===== config.mk =====
export PLATFORM = sky130hd
export DESIGN_NAME = prog_readback
export DESIGN_NICKNAME = d
export VERILOG_FILES = /design/src/rtl/prog_readback.sv
export SDC_FILE = /design/constraint.sdc
export NUM_CORES = 1
export LEC_CHECK = 0
export ABC_AREA = 1
export ABC_CLOCK_PERIOD_IN_PS = 3510
export BUFFER_PORTS_ARGS = -buffer_cell sky130_fd_sc_hd__buf_2
export CORE_MARGIN = 4
export CORE_UTILIZATION = 45
export CTS_CLUSTER_DIAMETER = 200
export DETAILED_ROUTE_END_ITERATION = 16
export PLACE_DENSITY_LB_ADDON = 0.3
export SYNTH_ARGS = -nofsm -noshare
export SYNTH_HDL_FRONTEND = slang
export SYNTH_SLANG_ARGS = --single-unit

===== constraint.sdc =====
create_clock -name clk -period 3.51 [get_ports clk]
set_input_delay 1.053 -clock clk [delete_from_list [all_inputs] [get_ports clk]]
set_output_delay 1.053 -clock clk [all_outputs]
set_load 0.1 [all_outputs]

===== src/rtl/prog_readback.sv =====
// Read-back stepper for the 256x16 program RAM: each enter press shows the next
// byte of the program on the LEDs, high byte first, then low byte, then the next word.
module prog_readback #(
    parameter int unsigned RD_LAT    = 1,
    parameter logic [7:0]  LAST_ADDR = 8'hFF
) (
    input  logic        clk,
    input  logic        rst,
    input  logic        enter,
    input  logic [15:0] dataRd,
    output logic [7:0]  addrRd,
    output logic        rdEn,
    output logic [7:0]  leds,
    output logic        byteHi,
    output logic        busy
);

    typedef enum logic [2:0] {
        S_IDLE,
        S_READ,
        S_WAIT,
        S_HI,
        S_LO
    } state_t;

    localparam logic [1:0] LAT_INIT = 2'(RD_LAT);

    state_t      state_q;
    logic        enter_d_q;
    logic [7:0]  addr_q;
    logic        rd_en_q;
    logic [7:0]  leds_q;
    logic        byte_hi_q;
    logic        busy_q;
    logic [7:0]  word_lo_q;
    logic [1:0]  cnt_q;

    logic        enter_pos;
    logic [7:0]  addr_d;

    assign enter_pos = enter & ~enter_d_q;

    // Explicit compare so a LAST_ADDR below 8'hFF still wraps to zero.
    assign addr_d = (addr_q == LAST_ADDR) ? 8'h00 : addr_q + 8'h01;

    always_ff @(posedge clk or posedge rst) begin
        if (rst) begin
            state_q   <= S_IDLE;
            enter_d_q <= 1'b0;
            addr_q    <= 8'h00;
            rd_en_q   <= 1'b0;
            leds_q    <= 8'h00;
            byte_hi_q <= 1'b0;
            busy_q    <= 1'b0;
            word_lo_q <= 8'h00;
            cnt_q     <= 2'd0;
        end else begin
            enter_d_q <= enter;
            rd_en_q   <= 1'b0;
            case (state_q)
                S_IDLE: begin
                    leds_q <= 8'h00;
                    if (enter_pos) begin
                        state_q <= S_READ;
                        rd_en_q <= 1'b1;
                        busy_q  <= 1'b1;
                    end
                end
                S_READ: begin
                    state_q <= S_WAIT;
                    cnt_q   <= LAT_INIT;
                end
                S_WAIT: begin
                    // Last count is the cycle in which the RAM presents valid data.
                    if (cnt_q <= 2'd1) begin
                        word_lo_q <= dataRd[7:0];
                        leds_q    <= dataRd[15:8];
                        byte_hi_q <= 1'b1;
                        busy_q    <= 1'b0;
                        cnt_q     <= 2'd0;
                        state_q   <= S_HI;
                    end else begin
                        cnt_q <= cnt_q - 2'd1;
                    end
                end
                S_HI: begin
                    if (enter_pos) begin
                        leds_q    <= word_lo_q;
                        byte_hi_q <= 1'b0;
                        state_q   <= S_LO;
                    end
                end
                S_LO: begin
                    if (enter_pos) begin
                        addr_q  <= addr_d;
                        rd_en_q <= 1'b1;
                        busy_q  <= 1'b1;
                        state_q <= S_READ;
                    end
                end
                default: begin
                    state_q <= S_IDLE;
                end
            endcase
        end
    end

    assign addrRd = addr_q;
    assign rdEn   = rd_en_q;
    assign leds   = leds_q;
    assign byteHi = byte_hi_q;
    assign busy   = busy_q;

endmodule


### After elaboration in Yosys (flattened, before gate mapping)

Cells that the tools add are included.

| storage, ports and cells | value |
|---|---|
| register bits | 33 |
| input bits | 19 |
| output and inout port bits | 19 |
| word-level logic and storage cells | 52 |

| operators by class | value |
|---|---|
| $add $sub $neg | 2 |
| magnitude comparators | 1 |
| equality and inequality tests | 8 |
| multiplexer cells | 18 |
| bitwise gates (word level) | 2 |
| reductions and logical operators | 12 |

Operators with widths:

| cell | count |
|---|---|
| $mux 8 | 3 |
| $pmux 8 s3 | 1 |
| $pmux 3 s4 | 1 |
| $reduce_and 3->1 | 4 |
| $mux 3 | 3 |
| $add 8x1->8 const B | 1 |
| $eq 8x8->1 const B | 1 |
| $eq 3x2->1 const B | 2 |
| $mux 1 | 6 |
| $reduce_bool 2->1 | 3 |
| $ne 2x2->1 const B | 2 |
| $pmux 1 s2 | 2 |
| $pmux 2 s2 | 1 |
| $reduce_and 2->1 | 2 |
| $eq 3x1->1 const B | 1 |
| $eq 3x3->1 const B | 1 |
| $logic_not 3->1 | 1 |
| $reduce_bool 3->1 | 1 |
| $le 2x1->1 const B | 1 |
| $mux 2 | 1 |
| $ne 2x1->1 const B | 1 |
| $reduce_or 2->1 | 1 |
| $sub 2x1->2 const B | 1 |
| $and 1x1->1 | 1 |
| $not 1->1 | 1 |

### Logic depth before layout (Yosys ltp)

| logic depth | value |
|---|---|
| depth after elaboration | 4 |
| gate-level depth with buffers | 9 |
| depth with buffers taken out | 7 |

### Worst setup path after synthesis

OpenSTA, ideal clock, no wires.

| path | value |
|---|---|
| path type | flip-flop to output port |
| start point | register addr_q[0] (netlist: addrRd[0]) |
| end point | output addrRd[0] |
| arrival | 974 ps |
| required time | 2,457 ps |
| path slack | 1,483 ps |
| stages on the path, launching flop included | 1 |
| buffers on the path | 0 |
| cells stage by stage | dfrtp_1 |

RTL lines:

| what | line | RTL |
|---|---|---|
| start, declared | 30 | `logic [7:0] addr_q;` |
| start signal, assigned | 95 | `addr_q <= addr_d;` |
| end, declared | 11 | `output logic [7:0] addrRd,` |

No word-level cell between the ends.

### Final worst setup path

| path | value |
|---|---|
| start point | register addr_q[5] (netlist: addrRd[5]) |
| end point | output addrRd[5] |

No word-level cell between the ends.

==> out/metrics.cfg <==
[floorplan]
coreArea_um2 = 3468
io_pins = 38
start_util_pct = 48.34
die_x_um = 69.04
design.die.area_um2 = 4767
dieHeight_um = 69.04
num_rows = 21

[detailed_routing]
wl_mm = 3.238
dr.first_iter.drc_count = 92
postRouteAntennaNets = 0
route.detailed.drc = 0
routedWlPerCell_um = 11.05
dr.pass1.iters = 4
num_vias = 1388
via_per_inst = 4.737

[synthesis]
synth_cells = 207
yosysSeqAreaShare_pct = 49.25
syn_nets = 227
synth_top_area_cell = dfrtp_1
netlist.area_leader.share_pct = 49.25
avgSynthCellArea_um2 = 8.100
synth.top_cells.by_area = dfrtp_1 (49%), nand2_1 (19%), nand3_1 (7.5%)
yosys_register_bits = 33
synth_cell_types = 23
ys_warn_count = 0
synth_top_family_by_area = simple AND/OR/NAND/NOR gates
syn-cell-area_um2 = 1677
synthXorXnorAreaFrac_pct = 1.045
synth_compound_area_share_pct = 2.612
synth_adder_area_share_pct = 0.7463
synth-simple-area-share_pct = 39.70
synthMuxAreaShare_pct = 0

[timing]
final-hold-violation-count = 0
maxClockFrequency_mhz = 441.7
rsz0062_at_grt = false
tightest_slew_ns = 0.4894
relSlewSlack_pct = 67.60
finalSetupViolCount = 0
tns_ns = 0
min_period_ns = 2.264
slew_viol_final = 0
whs_ns = 0.4654
final.period_utilization_pct = 64.51
skew_ns = 0.007109

[worst_setup_path]
regToRegSetupSlack_ns = 1.86
worstPathCellList = buf_2
critPathTopFamily = buffers and inverters
worstPathRequired_ns = 2.46
regToRegEndpoint = busy
crit_path_start = addrRd[5]
path_max_fanout = 7
r2r-start = state_q[2]
path_class = reg -> out
crit_path_top_delay_cell = buf_2
max_stage_delay_ns = 0.47
critPathLaunchType = flip-flop
ff2ff_path_depth = 6
cp.arrival_ns = 1.21
critical_path.n_buffers_inverters = 1
end_kind = output pin

[cts]
htree_levels = 2
cts_tree = built
cts_buffers = 5
post_cts_resized = 0
cts.sinks = 33
clock_latency_ns = 0.29
clockRootBuffer = clkbuf_8
post_cts_buffers = 0
cts_buffer_depth = 2
clkTransAtPathRegs_ns = 0.07
hold_buffers = 0

[global_route]
grt_use_met3_pct = 5.087
grt_pass1_vias = 1348
overflow = 0
use_met2_pct = 23.52
grt_pass1_wl_mm = 5.954
grt_max_degree = 34
antenna_found_initial = 0
use_met1_pct = 19.83
busiest_layer = met2
grtUsageTotal_pct = 15.30

[power]
power.switching_uw = 983.6
leakage_uw = 0.001099
switching_share_pct = 53.69
power_uw = 1832
p_clk_share_pct = 14.9
p_per_area_nw_per_um2 = 937.4
comb_power_share_pct = 51.8
intPower_uw = 848.5
irDropWorstVdd_uv = 490.6
seqPwrFrac_pct = 33.2

[cells_and_area]
nets = 266
drive_above_1_share_pct = 25.10
post-route-util_pct = 56.35
syn2layout_area_growth_pct = 16.57
stdcell_count = 293
diodes = 0
layout_commonest_cell = nand2_1
n_fill_cell = 360
layout_common_cells = nand2_1 (85), buf_2 (37), dfrtp_1 (33), nand3_1 (25)

[place]
dpl.hpwl_mm = 2.372
dp.cells = 285
io_buffers = 37
place.gp.congestion = 0.7991

[run]
drv_cap = 0

[worst_hold_path]
min_to = byteHi
min_path_cells = 2
hold_path_class = reg -> reg
min_from = byteHi

[status]
status = complete, no violations

## metrics by stage
| step | setup WS [ns] | cell area, µm² |
|---|---|---|
| floorplan | 1.483 | 1677 |
| global placement | 1.519 | 1872 |
| detailed placement | 1.478 | 1872 |
| CTS | 1.223 | 1954 |
| global route | 1.178 | 1954 |
| finish | 1.246 | 1954 |
## cells in the mapped netlist
cell / n
buf_2: 2
dfrtp_1: 33
nand2_1: 85
nand3_2: 1
nor2_4: 3
xnor2_1: 2
nor2_2: 2
inv_1: 13
a21oi_1: 2
a21oi_2: 1
o21ai_0: 5
inv_2: 2
nand3_4: 1
nor3_1: 1
nand2_4: 2
nor2_8: 1
nand3b_1: 1
nand2_2: 4
nand4_1: 3
nor2_1: 13
nand3_1: 25
buf_6: 4
ha_1: 1
## area by class of cell
type | instances | area, µm² | share of cell area (%)
clock buffer | 6 | 72.57 | 3.713
clock inverter | 2 | 10.01 | 0.5122
inverter | 15 | 56.30 | 2.881
multi-input combinational | 153 | 739.5 | 37.84
sequential | 33 | 825.8 | 42.25
tap | 46 | 57.56 | 2.945
timing repair buffer | 38 | 192.7 | 9.859
## layer usage
layer / vias to the layer above / share of wire (%) / wire length [µm]
li1: 732 / - / -
met1: 624 / 47 / 1517
met2: 27 / 46 / 1488
met3: 5 / 5.3 / 173
met4: 0 / 1.8 / 59
met5: - / 0 / 0
## power by group through the flow
| stage | Combinational [µW] | Clock, µW | Sequential [µW] |
|---|---|---|---|
| after global placement | 952 | 0 | 612 |
| after floorplan | 440 | 0 | 997 |
| after global routing | 1050 | 298 | 629 |
| after CTS | 960 | 283 | 608 |
| final | 949 | 274 | 609 |
| after detailed placement | 959 | 0 | 614 |
## worst max path at each step
stage	endpoint	slack, ns	depth (start not counted)
after floorplan	addrRd[0]	1.48	0
after global placement	addrRd[7]	1.52	6
after detailed placement	addrRd[7]	1.48	6
after CTS	addrRd[5]	1.22	1
after global routing	addrRd[5]	1.18	1
final	addrRd[5]	1.25	1
## registers in the layout (all words and copies together) (netlist names)
| name | flops |
|---|---|
| addrRd | 8 |
| busy | 1 |
| byteHi | 1 |
| cnt_q | 2 |
| enter_d_q | 1 |
| leds | 8 |
| rdEn | 1 |
| state_q | 3 |
| word_lo_q | 8 |
## cells by family after synthesis
family,Yosys count
adder cells (fa/ha/maj),1
buffers and inverters,21
flip-flops,33
AO/OA/AOI/OAI,8
AND/OR/NAND/NOR,142
XOR/XNOR,2
Note: power is estimated with default switching activity, not from simulation.
